File: src/rtl/uc1611_pkg.sv
// Shared types and constants for the UC1611 grayscale LCD stream driver.
// Holds the controller state enum, the FIFO word layout and the init command ROM.
package uc1611_pkg;

    typedef enum logic [2:0] {
        ST_OFF,
        ST_WAIT,
        ST_INIT,
        ST_ON,
        ST_UNINIT
    } state_t;

    typedef struct packed {
        logic       cd;
        logic [7:0] data;
    } lcd_word_t;

    localparam logic [7:0] CMD_SYS_RESET = 8'he2;
    localparam logic [3:0] REWIND_IDX    = 4'd12;
    localparam logic [3:0] ROM_LAST      = 4'd15;

    function automatic logic [7:0] gray_cmd(input int bpp);
        return (bpp == 2) ? 8'hd1 : 8'hd2;
    endfunction

    // Evenly spread gray levels for the four Game Boy shades.
    function automatic logic [3:0] default_pal(input int bpp,
                                               input logic [1:0] idx);
        if (bpp == 2)
            return {2'b00, idx};
        return 4'({2'b00, idx} * 4'd5);
    endfunction

    // Entries 12..15 set page/column to zero and double as the frame rewind.
    function automatic logic [7:0] init_rom(input logic [3:0] idx,
                                            input logic [7:0] map_cmd,
                                            input logic [7:0] rate_cmd,
                                            input logic [7:0] gray);
        logic [7:0] v;
        v = 8'h00;
        case (idx)
            4'd0:  v = map_cmd;
            4'd1:  v = rate_cmd;
            4'd2:  v = 8'h2a;
            4'd3:  v = gray;
            4'd4:  v = 8'hea;
            4'd5:  v = 8'h81;
            4'd6:  v = 8'h00;
            4'd7:  v = 8'h84;
            4'd8:  v = 8'h8b;
            4'd9:  v = 8'haf;
            4'd10: v = 8'h40;
            4'd11: v = 8'h50;
            4'd12: v = 8'h60;
            4'd13: v = 8'h70;
            4'd14: v = 8'h00;
            default: v = 8'h10;
        endcase
        return v;
    endfunction

endpackage

File: src/rtl/uc1611_fifo.sv
// Synchronous FIFO for {cd,data} LCD words with flush.
// Ports: clk, reset, flush, push/wdata, pop/rdata, full, empty.
module uc1611_fifo #(
    parameter int DEPTH = 4,
    parameter int W     = 9
) (
    input  logic         clk,
    input  logic         reset,
    input  logic         flush,
    input  logic         push,
    input  logic [W-1:0] wdata,
    input  logic         pop,
    output logic [W-1:0] rdata,
    output logic         full,
    output logic         empty
);

    localparam int AW = (DEPTH > 1) ? $clog2(DEPTH) : 1;

    logic [W-1:0]  mem [DEPTH];
    logic [AW-1:0] wptr;
    logic [AW-1:0] rptr;
    logic [AW:0]   cnt;
    logic          do_pop;
    logic          do_push;
    logic          wr_en;
    logic [AW-1:0] wr_addr;

    assign empty   = (cnt == '0);
    assign full    = (cnt == (AW+1)'(DEPTH));
    assign rdata   = mem[rptr];
    assign do_pop  = pop && !empty;
    // A pop frees the slot the same cycle, so a push into a full FIFO
    // is still taken when a pop accompanies it.
    assign do_push = push && (!full || do_pop);
    // A flush with a push leaves exactly that one word queued.
    assign wr_en   = flush ? push : do_push;
    assign wr_addr = flush ? '0 : wptr;

    always_ff @(posedge clk) begin
        if (wr_en)
            mem[wr_addr] <= wdata;
    end

    always_ff @(posedge clk) begin
        if (reset) begin
            wptr <= '0;
            rptr <= '0;
            cnt  <= '0;
        end else if (flush) begin
            rptr <= '0;
            wptr <= push ? AW'(1) : '0;
            cnt  <= push ? (AW+1)'(1) : '0;
        end else begin
            if (do_push)
                wptr <= wptr + AW'(1);
            if (do_pop)
                rptr <= rptr + AW'(1);
            cnt <= cnt + (AW+1)'(do_push) - (AW+1)'(do_pop);
        end
    end

endmodule

File: src/rtl/uc1611_stream.sv
// UC1611 LCD driver: power-up wait, init commands, frame rewind and pixel packing.
// Ports: clk/reset, PPU side (disp_on, hsync, vsync, px_out, px), palette write, LCD bus, ovf.
module uc1611_stream
    import uc1611_pkg::*;
#(
    parameter int         BPP        = 4,
    parameter int         WAIT_BITS  = 16,
    parameter int         FIFO_DEPTH = 4,
    parameter int         WR_CYCLES  = 1,
    parameter logic [7:0] MAP_CMD    = 8'hc6,
    parameter logic [7:0] RATE_CMD   = 8'ha1
) (
    input  logic           clk,
    input  logic           reset,
    input  logic           disp_on,
    input  logic           hsync,
    input  logic           vsync,
    input  logic           px_out,
    input  logic [1:0]     px,
    input  logic           pal_we,
    input  logic [1:0]     pal_idx,
    input  logic [BPP-1:0] pal_val,
    output logic [7:0]     lcd_data,
    output logic           lcd_read,
    output logic           lcd_write,
    input  logic           lcd_reset,
    output logic           lcd_cs,
    output logic           lcd_cd,
    output logic           lcd_vled,
    output logic           ovf
);

    localparam int         PPB  = 8 / BPP;
    localparam logic [7:0] GRAY = gray_cmd(BPP);

    state_t               state;
    state_t               state_nx;
    logic [WAIT_BITS-1:0] count;
    logic [3:0]           rom_idx;
    logic                 insync;
    logic [BPP-1:0]       pal [4];
    logic [7:0]           pack;
    logic [7:0]           pack_nx;
    logic [7:0]           pix_ext;
    logic [1:0]           pcnt;
    logic                 byte_done;
    logic                 pack_en;

    logic                 busy;
    logic [4:0]           wr_cnt;
    logic                 seq_last;
    logic                 pop_fire;

    logic                 push;
    logic                 push_ok;
    logic                 flush;
    lcd_word_t            push_word;
    lcd_word_t            head;
    logic                 fifo_full;
    logic                 fifo_empty;
    logic                 lcd_reset_unused;

    assign lcd_read         = 1'b0;
    assign lcd_cs           = 1'b1;
    assign lcd_vled         = disp_on;
    assign lcd_reset_unused = lcd_reset;

    // Pixels fill the byte from the LSB upwards.
    assign pix_ext   = 8'(pal[px]);
    assign pack_nx   = pack | (pix_ext << (BPP * int'(pcnt)));
    assign byte_done = (pcnt == 2'(PPB - 1));
    assign pack_en   = (state == ST_ON) && disp_on && insync
                       && px_out && !vsync;

    assign seq_last  = busy && (wr_cnt == 5'(2 * WR_CYCLES - 1));
    // Never launch a word out of a FIFO that is being flushed.
    assign pop_fire  = !fifo_empty && !flush && (!busy || seq_last);
    assign push_ok   = !fifo_full || pop_fire;

    uc1611_fifo #(
        .DEPTH (FIFO_DEPTH),
        .W     (9)
    ) u_fifo (
        .clk   (clk),
        .reset (reset),
        .flush (flush),
        .push  (push),
        .wdata (push_word),
        .pop   (pop_fire),
        .rdata (head),
        .full  (fifo_full),
        .empty (fifo_empty)
    );

    always_comb begin
        state_nx  = state;
        push      = 1'b0;
        push_word = '0;
        flush     = 1'b0;
        unique case (state)
            ST_OFF: begin
                if (disp_on)
                    state_nx = ST_WAIT;
            end
            ST_WAIT: begin
                if (!disp_on) begin
                    flush    = 1'b1;
                    state_nx = ST_OFF;
                end else if (count[WAIT_BITS-1 -: 2] == 2'b11) begin
                    state_nx = ST_INIT;
                end
            end
            ST_INIT: begin
                if (!disp_on) begin
                    flush    = 1'b1;
                    state_nx = ST_OFF;
                end else begin
                    push      = 1'b1;
                    push_word = {1'b0, init_rom(rom_idx, MAP_CMD,
                                                RATE_CMD, GRAY)};
                    if (push_ok && rom_idx == ROM_LAST)
                        state_nx = ST_ON;
                end
            end
            ST_ON: begin
                if (!disp_on) begin
                    flush     = 1'b1;
                    push      = 1'b1;
                    push_word = {1'b0, CMD_SYS_RESET};
                    state_nx  = ST_UNINIT;
                end else if (vsync) begin
                    state_nx = ST_INIT;
                end else if (pack_en && byte_done) begin
                    push      = 1'b1;
                    push_word = {1'b1, pack_nx};
                end
            end
            ST_UNINIT: begin
                if (fifo_empty && !busy)
                    state_nx = ST_OFF;
            end
            default: state_nx = ST_OFF;
        endcase
    end

    always_ff @(posedge clk) begin
        if (reset) begin
            state   <= ST_OFF;
            count   <= '0;
            rom_idx <= '0;
            insync  <= 1'b0;
            pack    <= '0;
            pcnt    <= '0;
            ovf     <= 1'b0;
            for (int i = 0; i < 4; i++)
                pal[i] <= BPP'(default_pal(BPP, 2'(i)));
        end else begin
            state <= state_nx;

            if (pal_we)
                pal[pal_idx] <= pal_val;

            if (state == ST_OFF && disp_on)
                insync <= 1'b1;
            else if (vsync)
                insync <= 1'b1;
            else if (state != ST_ON && (hsync || px_out))
                insync <= 1'b0;

            if (state == ST_OFF)
                count <= '0;
            else if (state == ST_WAIT)
                count <= count + WAIT_BITS'(1);

            if (state == ST_WAIT)
                rom_idx <= '0;
            else if (state == ST_INIT && disp_on && push_ok)
                rom_idx <= rom_idx + 4'd1;
            else if (state == ST_ON && disp_on && vsync)
                rom_idx <= REWIND_IDX;

            // A partial byte never survives leaving ON or a new frame.
            if (state != ST_ON || vsync) begin
                pack <= '0;
                pcnt <= '0;
            end else if (pack_en) begin
                if (byte_done) begin
                    pack <= '0;
                    pcnt <= '0;
                end else begin
                    pack <= pack_nx;
                    pcnt <= pcnt + 2'd1;
                end
            end

            if (state == ST_ON && disp_on && vsync)
                ovf <= 1'b0;
            else if (state == ST_ON && push && push_word.cd && !push_ok)
                ovf <= 1'b1;
        end
    end

    // Strobe sequencer: WR_CYCLES high, then WR_CYCLES low per word.
    always_ff @(posedge clk) begin
        if (reset) begin
            busy      <= 1'b0;
            wr_cnt    <= '0;
            lcd_write <= 1'b0;
            lcd_data  <= '0;
            lcd_cd    <= 1'b0;
        end else if (pop_fire) begin
            busy      <= 1'b1;
            wr_cnt    <= '0;
            lcd_write <= 1'b1;
            lcd_data  <= head.data;
            lcd_cd    <= head.cd;
        end else if (busy) begin
            wr_cnt <= wr_cnt + 5'd1;
            if (wr_cnt == 5'(WR_CYCLES - 1))
                lcd_write <= 1'b0;
            if (seq_last)
                busy <= 1'b0;
        end
    end

endmodule

File: config.mk
export PLATFORM = sky130hd
export DESIGN_NAME = uc1611_stream
export DESIGN_NICKNAME = d
export VERILOG_FILES = /design/src/rtl/uc1611_pkg.sv /design/src/rtl/uc1611_fifo.sv /design/src/rtl/uc1611_stream.sv
export SDC_FILE = /design/constraint.sdc
export NUM_CORES = 1
export LEC_CHECK = 0
export ABC_AREA = 1
export CORE_UTILIZATION = 32
export CTS_CLUSTER_SIZE = 20
export DETAILED_ROUTE_END_ITERATION = 10
export PLACE_DENSITY_LB_ADDON = 0.25
export SLEW_MARGIN = 20
export SYNTH_ARGS = -nofsm -noshare
export SYNTH_HDL_FRONTEND = slang
export SYNTH_HIERARCHICAL = 1
export SYNTH_SLANG_ARGS = --single-unit
File: constraint.sdc
create_clock -name clk -period 3 [get_ports clk]
set_clock_uncertainty 0.2 [all_clocks]
set_input_delay 0.3 -clock clk [delete_from_list [all_inputs] [get_ports clk]]
set_output_delay 0.3 -clock clk [all_outputs]
set_load 0.05 [all_outputs]
==> out/results.txt <==
Clock Latency Late Sink: 410 ps
Worst VDD drop: 0.4012 mV
Remaining antenna violation count after routing: 0
Flops & latches, synth: 120
Setup crit end kind: flip-flop
Final Cycle Share: 90.05%
Row cnt: 47
MaxCap Viol Count: 0
Worst r2r src: state[1]
RSZ-0062 raised after global routing: false
Vias in the first global route: 4097
Hold-critical path depth: 2
Minimum clock period: 2702 ps
Reg clk slew, reported paths: 50 ps
Chip width: 133.3 microns
H-tree Lvls: 4
Final Power: 5.544 mW
Die Area: 17760 sq um
DR pass1 iterations: 4
Cts bufs inserted: 17
Leading post-synthesis cells by cell area: edfxtp_1 (28%), dfxtp_1 (25%), nand2_1 (7.1%)
Sink of the worst hold path: pack[4]
Top FF cell, synth: dfxtp_1
Fin nets: 695
# diodes: 0
Slowest cell on crit path: fa_1
Warnings from Yosys: 6
Post-synthesis simple-gate area fraction: 25.55%
Area leader, netlist: edfxtp_1
Hold Buf Count CTS: 0
Critical path launch point type: flip-flop
Worst hold-check path type: flip-flop to flip-flop
Synth Area in XOR/XNOR: 1.588%
Total track usage: 14.19%
Synth Area in Adders: 2.859%
Setup TNS: 0 ps
DR vias: 4205
Largest family of logic cells by synthesized area: simple AND/OR/NAND/NOR gates
Largest net degree at the start of global routing: 20
Final critical-path setup slack: 298.4 ps
Max-slew headroom: 50.75%
Post-synthesis sequential area ratio: 53.01%
Reg2reg setup slack: 300 ps
Number of setup buffers added after CTS: 0
Mean Syn Cell Area: 8.908 sq um
Antenna violations before repair: 0
Worst-margin pin slew: 734.3 ps
Die Height: 133.3 microns
Synth top area share: 28.32%
# port buffers: 26
Initial core utilization: 33.02%
Synth Net Count: 647
Required @ worst endpoint: 3090 ps
CTS Root Cell: clkbuf_16
CTS Sinks: 120
Io pins: 30
CP arrival: 2790 ps
Fillers: 1683
CTS tree: done
Commonest non-fill, non-tap cell in the layout: nand2_1
Setup slack at placement: 69.84 ps
Max Slew Vio Count: 0
Residual DRC count: 0
Synth Area in Compound Gates: 10.42%
Wire per inst: 12.67 microns
GPL Wtd Cong: 0.8312
Commonest cells after routing, fill and taps aside: nand2_1 (105), nor2_1 (86), dfxtp_1 (68)
Core area: 16700 sq um
Post_cts resized: 0
Share of post-route cells with drive strength above 1: 14.56%
Routed WL: 11400 microns
Worst-path cell chain: inv_2, nor2_2, nand2_1, nor2_4, nand2_1, nor2_4, nand3_2, nand3_1, or2_1, nand2_1, ha_1, fa_1, xor2_1, o21ai_0, a21oi_1
RR Endpoint: u_fifo/cnt[2]
Mapped Area: 5514 sq um
Crit-path max cell delay: 380 ps
LEAKAGE: 2.644 nW
Gr ovfl total: 0
Post-synth cell types: 47
Final hold vios: 0
Status: finished clean
Buffer depth of the longest clock path: 2
HP Start: pack[4]
EDFF count, synth: 52
First-pass GRT wire length: 19620 microns
Most common cell on crit path: nand2_1
Final number of setup-violating endpoints: 0
Iteration-0 DRC Markers: 267
Max Freq: 0.3701 GHz
Final HPWL DP: 8476 microns
Area added between synthesis and finish: 22.10%
Crit Path Max Fanout: 4
Mux share of post-synthesis cell area: 0%
R2R cell count: 15
Crit Path Class: flip-flop to flip-flop
Power per cell area: 823.5 nW/um^2
Post-Synthesis Cells: 619
Async S/R FF share, synth: 0%
DR vias/cell: 4.672
==> through the flow <==
step           std cells  util (%)  hold slack, ps  area (sq um)
2_1_floorplan        619         -           169.1          5514
3_3_place_gp         868     36.52           220.1          6100
3_5_place_dp         868     36.52           224.3          6100
4_1_cts              900     40.31           232.8          6733
5_1_grt              900     40.31           266.6          6733
6_report             900     40.31           230.2          6733
==> how the worst max path moves through the flow <==
stage          startpoint            end  slack (ps)  cells past startpoint
2_1_floorplan    state[1]  u_fifo/cnt[2]         370                     15
3_3_place_gp      disp_on  u_fifo/cnt[2]         120                     14
3_5_place_dp      disp_on  u_fifo/cnt[2]          70                     14
6_report         state[1]  u_fifo/cnt[2]         300                     15
5_1_grt          state[1]  u_fifo/cnt[2]          40                     15
4_1_cts          state[1]  u_fifo/cnt[2]         300                     15
==> cells in the mapped netlist, types with 2 or more instances <==
| cell | count |
|---|---|
| nand3_2 | 6 |
| nor2_1 | 86 |
| nor2_2 | 3 |
| xnor2_1 | 2 |
| a32o_1 | 3 |
| ha_1 | 11 |
| buf_2 | 4 |
| buf_4 | 5 |
| inv_1 | 62 |
| nand4_1 | 7 |
| nor3_1 | 11 |
| or2_2 | 2 |
| edfxtp_1 | 52 |
| dfxtp_1 | 68 |
| a21oi_1 | 35 |
| nand3b_1 | 2 |
| o22ai_1 | 9 |
| inv_2 | 9 |
| clkbuf_1 | 4 |
| nand2_2 | 13 |
| or2_1 | 2 |
| nand2_1 | 105 |
| o21ai_0 | 44 |
| o21ai_1 | 4 |
| conb_1 | 2 |
| xor2_1 | 8 |
| nand3_4 | 5 |
| nand3_1 | 29 |
| nand2_8 | 2 |
| nor2_4 | 6 |
| nand2_4 | 2 |
==> cell families after synthesis <==
group	count (synthesis)
flops	120
compound gates	103
buf+inv	87
other cells	2
xor+xnor	10
simple gates	285
fa+ha+maj	12
==> layout make-up <==
type                    count  area (sq um)  share of cell area, %
clock inverters            10         136.4                  2.026
inverters                  73         277.8                  4.126
repair buffers             43         387.9                  5.761
flip-flops and latches    120          2923                  43.41
well taps                 220         275.3                  4.088
clock buffers              22         496.7                  7.378
multi-input cells         412          2236                  33.21
==> where the power goes <==
part | total (mW) | switching [mW] | internal [mW]
clock | 2.13 | 0.706 | 1.43
combinational | 1.37 | 0.918 | 0.448
sequential | 2.05 | 0.123 | 1.92
==> sequential cells by signal, summed over array words and instances, names as in the netlist, named ones only <==
signal	cells
u_fifo/rptr	2
busy	1
insync	1
ovf	1
count	16
pack	8
u_fifo/wptr	2
state	3
pcnt	2
wr_cnt	5
u_fifo/cnt	3
u_fifo/mem	36
lcd_cd	1
lcd_data	8
lcd_write	1
pal	16
rom_idx	4
==> layer usage <==
metal | vias up | global-route usage [%] | wire length [microns]
met5 | - | 0 | 0
met1 | 1961 | 18.18 | 5583
met3 | 17 | 4.148 | 437
met2 | 75 | 22.14 | 5180
li1 | 2152 | - | -
met4 | 0 | 6.250 | 197
==> worst max-delay path, delay by kind of cell, from the launching register on <==
| kind | cells | cell delay, ps |
|---|---|---|
| flip-flops | 1 | 330 |
| adder cells (fa/ha/maj) | 2 | 570 |
| XOR/XNOR | 1 | 160 |
| AND/OR/NAND/NOR | 9 | 1040 |
| buffers and inverters | 1 | 70 |
| AO/OA/AOI/OAI | 2 | 220 |
No activity file was read; power rests on OpenSTA's default activity.
